`config.mk`:
```
export PLATFORM = sky130hd
export DESIGN_NAME = sspim_arb
export DESIGN_NICKNAME = d
export VERILOG_FILES = /design/src/rtl/sspim_pkg.sv /design/src/rtl/sspim_rr_pick.sv /design/src/rtl/sspim_arb.sv
export SDC_FILE = /design/constraint.sdc
export NUM_CORES = 1
export LEC_CHECK = 0
export ABC_AREA = 0
export BUFFER_PORTS_ARGS = -buffer_cell sky130_fd_sc_hd__buf_2
export CAP_MARGIN = 20
export CORE_ASPECT_RATIO = 0.7
export CORE_MARGIN = 3
export CORE_UTILIZATION = 44
export CTS_CLUSTER_DIAMETER = 60
export DETAILED_ROUTE_END_ITERATION = 8
export GPL_TIMING_DRIVEN = 0
export PLACE_DENSITY = 0.8
export SLEW_MARGIN = 20
export SYNTH_ARGS = -nofsm -noshare
export SYNTH_HDL_FRONTEND = slang
export SYNTH_SLANG_ARGS = --single-unit
```
`constraint.sdc`:
```
create_clock -name clk -period 1.91 [get_ports clk]
set_input_delay 0.0955 -clock clk [delete_from_list [all_inputs] [get_ports clk]]
set_output_delay 0.0955 -clock clk [all_outputs]
set_load 0.005 [all_outputs]
```
`src/rtl/sspim_pkg.sv`:
```
// Shared constants for the SPI master slice: op codes, endianness and arbiter states.
package sspim_pkg;

  localparam logic [1:0] SPI_WR    = 2'b00;
  localparam logic [1:0] SPI_RD    = 2'b01;
  localparam logic [1:0] SPI_WR_RD = 2'b10;

  localparam logic LITTLE_ENDIAN = 1'b0;
  localparam logic BIG_ENDIAN    = 1'b1;

  localparam logic [1:0] ARB_IDLE    = 2'd0;
  localparam logic [1:0] ARB_ACTIVE  = 2'd1;
  localparam logic [1:0] ARB_RELEASE = 2'd2;

endpackage

```
`src/rtl/sspim_rr_pick.sv`:
```
// Combinational round-robin picker with optional grant lock for the last owner.
module sspim_rr_pick #(
  parameter int unsigned NREQ = 2,
  localparam int unsigned IDW = $clog2(NREQ)
) (
  input  logic [NREQ-1:0] i_req,
  input  logic [IDW-1:0]  i_rr_ptr,
  input  logic            i_lock_own,
  input  logic [IDW-1:0]  i_last_id,
  output logic [IDW-1:0]  o_winner,
  output logic            o_valid
);

  int unsigned    w_sum;
  logic [IDW-1:0] w_idx;

  always_comb begin
    o_winner = '0;
    o_valid  = 1'b0;
    w_sum    = 0;
    w_idx    = '0;
    if (i_lock_own && i_req[i_last_id]) begin
      o_winner = i_last_id;
      o_valid  = 1'b1;
    end else begin
      // Scan from the pointer upwards, wrapping; first set request wins.
      for (int unsigned i = 0; i < NREQ; i++) begin
        w_sum = 32'(i_rr_ptr) + i;
        w_idx = IDW'(w_sum % NREQ);
        if (!o_valid && i_req[w_idx]) begin
          o_winner = w_idx;
          o_valid  = 1'b1;
        end
      end
    end
  end

endmodule

```
`src/rtl/sspim_arb.sv`:
```
// Arbiter sharing one sspim_ctl engine between NREQ requesters via the op_req/op_done handshake.
module sspim_arb
  import sspim_pkg::*;
#(
  parameter int unsigned NREQ = 2,
  localparam int unsigned IDW = $clog2(NREQ)
) (
  input  logic                 clk,
  input  logic                 reset_n,
  input  logic [NREQ-1:0]      req,
  input  logic [NREQ-1:0]      req_lock,
  input  logic [2*NREQ-1:0]    req_op_type,
  input  logic [2*NREQ-1:0]    req_tsize,
  input  logic [NREQ-1:0]      req_endian,
  input  logic [8*NREQ-1:0]    req_cs_byte,
  input  logic [32*NREQ-1:0]   req_wdata,
  output logic [NREQ-1:0]      ack,
  output logic [31:0]          rdata,
  output logic                 busy,
  output logic [IDW-1:0]       gnt_id,
  output logic                 cfg_op_req,
  output logic [1:0]           cfg_op_type,
  output logic [1:0]           cfg_transfer_size,
  output logic                 cfg_endian,
  output logic [7:0]           cfg_cs_byte,
  output logic [31:0]          cfg_datain,
  input  logic [31:0]          cfg_dataout,
  input  logic                 op_done
);

  logic [1:0]      r_state;
  logic [NREQ-1:0] r_ack;
  logic [31:0]     r_rdata;
  logic [IDW-1:0]  r_gnt_id;
  logic [IDW-1:0]  r_rr_ptr;
  logic            r_lock_own;
  logic            r_op_req;
  logic [1:0]      r_op_type;
  logic [1:0]      r_tsize;
  logic            r_endian;
  logic [7:0]      r_cs_byte;
  logic [31:0]     r_datain;

  logic [IDW-1:0]  w_winner;
  logic            w_valid;
  logic [IDW-1:0]  w_next_ptr;
  logic [1:0]      w_sel_op_type;
  logic [1:0]      w_sel_tsize;
  logic            w_sel_endian;
  logic [7:0]      w_sel_cs_byte;
  logic [31:0]     w_sel_wdata;

  sspim_rr_pick #(
    .NREQ (NREQ)
  ) u_pick (
    .i_req      (req),
    .i_rr_ptr   (r_rr_ptr),
    .i_lock_own (r_lock_own),
    .i_last_id  (r_gnt_id),
    .o_winner   (w_winner),
    .o_valid    (w_valid)
  );

  always_comb begin
    w_sel_op_type = '0;
    w_sel_tsize   = '0;
    w_sel_endian  = 1'b0;
    w_sel_cs_byte = '0;
    w_sel_wdata   = '0;
    for (int unsigned i = 0; i < NREQ; i++) begin
      if (w_winner == IDW'(i)) begin
        w_sel_op_type = req_op_type[2*i +: 2];
        w_sel_tsize   = req_tsize[2*i +: 2];
        w_sel_endian  = req_endian[i];
        w_sel_cs_byte = req_cs_byte[8*i +: 8];
        w_sel_wdata   = req_wdata[32*i +: 32];
      end
    end
  end

  assign w_next_ptr = (w_winner == IDW'(NREQ - 1)) ? '0 : w_winner + 1'b1;

  always_ff @(posedge clk or negedge reset_n) begin
    if (!reset_n) begin
      r_state    <= ARB_IDLE;
      r_ack      <= '0;
      r_rdata    <= '0;
      r_gnt_id   <= '0;
      r_rr_ptr   <= '0;
      r_lock_own <= 1'b0;
      r_op_req   <= 1'b0;
      r_op_type  <= '0;
      r_tsize    <= '0;
      r_endian   <= 1'b0;
      r_cs_byte  <= '0;
      r_datain   <= '0;
    end else begin
      r_ack <= '0;
      case (r_state)
        ARB_IDLE: begin
          // ctl must be back in IDLE (op_done low) before a new grant.
          if (w_valid && !op_done) begin
            r_gnt_id   <= w_winner;
            r_rr_ptr   <= w_next_ptr;
            r_lock_own <= 1'b0;
            r_op_req   <= 1'b1;
            r_op_type  <= w_sel_op_type;
            r_tsize    <= w_sel_tsize;
            r_endian   <= w_sel_endian;
            r_cs_byte  <= w_sel_cs_byte;
            r_datain   <= w_sel_wdata;
            r_state    <= ARB_ACTIVE;
          end
        end
        ARB_ACTIVE: begin
          if (op_done) begin
            r_rdata    <= cfg_dataout;
            r_ack      <= NREQ'(1) << r_gnt_id;
            r_op_req   <= 1'b0;
            r_lock_own <= req_lock[r_gnt_id];
            r_state    <= ARB_RELEASE;
          end
        end
        ARB_RELEASE: begin
          if (!op_done) begin
            r_state <= ARB_IDLE;
          end
        end
        default: r_state <= ARB_IDLE;
      endcase
    end
  end

  assign ack               = r_ack;
  assign rdata             = r_rdata;
  assign busy              = (r_state != ARB_IDLE);
  assign gnt_id            = r_gnt_id;
  assign cfg_op_req        = r_op_req;
  assign cfg_op_type       = r_op_type;
  assign cfg_transfer_size = r_tsize;
  assign cfg_endian        = r_endian;
  assign cfg_cs_byte       = r_cs_byte;
  assign cfg_datain        = r_datain;

endmodule
```
After elaboration in Yosys (flattened, before gate mapping). Cells that the tools add are included.

Flip-flop bits (word level): 85.

Magnitude comparators: 3. Mux-type cells: 33. $add $sub $neg: 2. Shift operators: 1. Equal/unequal tests: 5. Reduce and logical (&&, ||, !) cells: 12.

Operator list (number): $mux 32 (1); $mux 1 (21); $mux 2 (7); $mux 8 (1); $lt 1x2->1 const B (3); $ne 2x2->1 const B (3); $pmux 2 s3 (1); $reduce_and 3->1 (2); $pmux 1 s2 (2); $reduce_and 2->1 (2); $reduce_bool 2->1 (2); $logic_and 1x1->1 (3); $add 1x1->1 const B (2); $eq 2x1->1 const B (1); $eq 2x2->1 const B (1); $logic_not 1->1 (2); $logic_not 2->1 (1); $shl 1x1->2 const A (1).

Depth between registers and ports, before layout.
Word-level depth: 11. Gate-level depth with buffers: 5.

Hierarchy. Synthesis repeated with hierarchy kept, for this count alone.

Cell total of the unflattened synthesis: 293. Area total of the unflattened synthesis: 3590.9 um^2.

By module, submodules not included: sspim_arb (instances 1, area each 3567.2 um^2, cells each 290); sspim_rr_pick (instances 1, area each 23.8 um^2, cells each 3).

Worst setup path before layout. Ideal clock, no wire load.

Kind: register to register. From: register r_state[1]. To: register r_datain[12], in the netlist cfg_datain[12]. Setup time: 66 ps. Required time: 1844 ps. Path slack: 334 ps. Data arrival time: 1510 ps. Cell stages (with the launch flop): 5. Buffers on the path: 1. Cell sequence: dfrtp_1 > or4b_4 > a21oi_4 > buf_6 > a221o_1.

Cells in the longest elaborated chain, start to end: 2.

Ends and longest elaborated chain: start, declared (RTL line sspim_arb.sv:31) `logic [1:0] r_state;`; start signal, assigned (RTL line sspim_arb.sv:85) `r_state <= ARB_IDLE;`; start signal, assigned (RTL line sspim_arb.sv:112) `r_state <= ARB_ACTIVE;`; start signal, assigned (RTL line sspim_arb.sv:121) `r_state <= ARB_RELEASE;`; $logic_not 2->1 (RTL line sspim_arb.sv:99) `case (r_state)`; $reduce_and 2->1 (no line); end signal, assigned (RTL line sspim_arb.sv:111) `r_datain <= w_sel_wdata;`; end, declared (RTL line sspim_arb.sv:42) `logic [31:0] r_datain;`.

Every way passes these cells. A chain may end at the register's enable or synchronous reset.

Worst setup path after layout.
From: register r_state[1]. To: register r_datain[5], in the netlist cfg_datain[5].

Same word-level chain as after synthesis.

==> impl_metrics.json <==
{
  "hold_end": "cfg_datain[7]",
  "synth_xor_area_share_pct": 0,
  "synthMuxAreaShare_pct": 10.1,
  "hold_viol": 0,
  "rr_startpoint": "r_state[1]",
  "synth_fp_nets": 394,
  "routed_via_density": 5.64,
  "gr-usage-all-layers_pct": 24.7,
  "synth_area_um2": 3780,
  "h-tree-depth": 3,
  "die_x_um": 117,
  "postCtsSetupRepairBufs": 0,
  "yosys_warnings": 0,
  "synth_edf_count": 0,
  "netSwitchingPower_mw": 2.60,
  "clock_latency_ns": 0.33,
  "comb_power_share_pct": 37.8,
  "tns_ns": 0,
  "synthTopCellsByArea": "dfrtp_1, o2111a_1, a221o_1, mux2_2, clkbuf_1",
  "drv_cap": 0,
  "grt_overflow": 0,
  "synth_fa_ha_area_share_pct": 0,
  "startpoint": "r_state[1]",
  "whs_path_depth": 2,
  "grt_pass1_wl_um": 19000,
  "finalSetupViolCount": 0,
  "grt_antenna_before_repair": 0,
  "yosys-top-cells-count": "dfrtp_1, a221o_1, o2111a_1",
  "tightest_slew_ns": 0.513,
  "pwr-share-seq_pct": 40.2,
  "worstPathMaxFanout": 10,
  "layout.nets": 667,
  "grt_pass1_vias": 3784,
  "area_growth_syn_to_layout_pct": 53.6,
  "ios": 211,
  "clk_pin_slew_ns": 0.06,
  "slew_viol_final": 0,
  "switching_share_pct": 33.0,
  "crit_type": "reg -> reg",
  "whs_ns": 0.00741,
  "relSlewSlack_pct": 65.8,
  "synth_top_family_by_area": "compound AO/OA/AOI/OAI gates",
  "synth_top_area_share_pct": 56.3,
  "cp.arrival_ns": 2.05,
  "leakage_nw": 2.85,
  "period_needed_ns": 1.80,
  "start_util_pct": 46.6,
  "worstReg2RegEnd": "cfg_datain[5]",
  "yosys_register_bits": 85,
  "pwr-share-clk_pct": 22.0,
  "min-delay-start": "req_wdata[39]",
  "synth_top_area_cell": "dfrtp_1",
  "io_buffers": 210,
  "grt_max_degree": 50,
  "drc": 0,
  "clock-sinks": 85,
  "end_kind": "flip-flop",
  "async_reset_ff_share_pct": 100,
  "synthCells": 265,
  "p_total_mw": 7.88,
  "hp-class": "in -> reg",
  "ant_nets": 0,
  "synth.most_common_cell": "dfrtp_1",
  "wirelength_um": 12400,
  "gp_congestion": 0.800,
  "cts_buffer_depth": 2,
  "diodes": 0,
  "dp.cells": 577,
  "powerDensity_nw_per_um2": 1360,
  "fp-row-count": 27,
  "dr_total_vias": 3624,
  "dp_hpwl_um": 8390,
  "ys.flop_type": "dfrtp_1",
  "ir_worst_vdd_uv": 698,
  "ys_types": 24,
  "critPathRequiredTime_ns": 2.16,
  "dieArea_um2": 9750,
  "start_kind": "flip-flop",
  "p_int_mw": 5.28,
  "fin_crit_sh_pct": 94.3,
  "cts_buffers": 9,
  "syn_area_per_cell_um2": 14.3,
  "die_h_um": 83.5,
  "seq_area_frac_synth_pct": 56.3,
  "clock.fmax_mhz": 555,
  "initialDrtViolationCount": 236,
  "fin_ws_ns": 0.110,
  "outcome": "finished clean",
  "r2r_setup_slack_ns": 0.11,
  "yosys.area_share.simple_pct": 1.85,
  "synth_compound_area_share_pct": 27.2,
  "instances_no_fill": 643,
  "rsz0062_at_grt": "no",
  "clock-root-buffer": "clkbuf_16",
  "skew_ns": 0.00638,
  "pre_cts_slack_ns": 0.00536,
  "drtPass1Iterations": 4,
  "coreArea_um2": 8110,
  "drive_above_1_share_pct": 51.7,
  "wl_per_cell_um": 19.2,
  "rr_worst_depth": 4,
  "tritoncts": "built"
}
==> layout by cell type (no fill, tap or decap), types with 3 or more instances in the layout <==
| cell type | instances |
|---|---|
| buf_6 | 4 |
| mux2_2 | 32 |
| dfrtp_1 | 85 |
| dlygate4sd3_1 | 51 |
| nor2_1 | 4 |
| o2111a_1 | 45 |
| clkbuf_1 | 16 |
| clkbuf_2 | 3 |
| a221o_1 | 45 |
| buf_2 | 218 |
| clkbuf_16 | 9 |
==> critical path: stages, from the launching register on <==
cell and delay (ns):
dfrtp_1 0.45, or4b_4 0.59, a21oi_4 0.33, buf_6 0.20, a221o_1 0.16
==> what timing repair did <==
action	CTS	global route
hold buffers	48	3
endpoints found under the setup margin	5	35
hold endpoints to repair	83	3
resized for setup	3	4
==> per-layer routing <==
layer	GRT usage [%]	wire (um)
met1	30.2	5020
met5	0	0
met2	42.0	6090
met3	7.61	1040
met4	6.77	210
==> kinds of logic after synthesis <==
family / Yosys count
flip-flops: 85
multiplexers: 34
AO/OA/AOI/OAI: 99
AND/OR/NAND/NOR: 12
buffers and inverters: 35
==> final cells by class <==
cell class / instances / area (um^2)
Inverter: 3 / 11.3
Buffer: 32 / 165
Multi-Input combinational cell: 145 / 1480
Fill cell: 586 / 2310
Tap cell: 101 / 126
Sequential cell: 85 / 2130
Clock inverter: 6 / 71.3
Clock buffer: 9 / 225
Timing Repair Buffer: 262 / 1590
==> registers in the layout, indices dropped and copies added, names as in the netlist <==
register / cells
gnt_id: 1
cfg_op_req: 1
r_state: 2
ack: 2
r_lock_own: 1
rdata: 32
cfg_transfer_size: 2
cfg_cs_byte: 8
cfg_endian: 1
cfg_datain: 32
cfg_op_type: 2
r_rr_ptr: 1
==> power groups by stage <==
| stage | sequential (mW) | combinational [mW] | clock [mW] |
|---|---|---|---|
| finish | 3.17 | 2.98 | 1.73 |
| global route | 3.28 | 3.23 | 1.86 |
| CTS | 3.14 | 2.97 | 1.78 |
| detailed placement | 3.14 | 2.87 | 0 |
| global placement | 3.10 | 2.77 | 0 |
| floorplan | 3.18 | 1.38 | 0 |
==> through the flow <==
| step | util, % | cell area [um^2] |
|---|---|---|
| global placement | 61.1 | 4950 |
| floorplan | - | 3780 |
| CTS | 71.1 | 5770 |
| detailed placement | 61.5 | 4980 |
| global route | 71.6 | 5800 |
| finish | 71.6 | 5800 |
==> worst max-delay path by stage <==
stage                           to  slack [ns]  cells past startpoint
global placement    cfg_datain[18]        0.03                      5
CTS                 cfg_datain[16]        0.01                      5
floorplan           cfg_datain[12]        0.33                      4
detailed placement  cfg_cs_byte[2]       0.005                      5
finish               cfg_datain[5]        0.11                      4
global route         cfg_datain[3]        0.02                      4
Power figures use the tool's default switching activity.
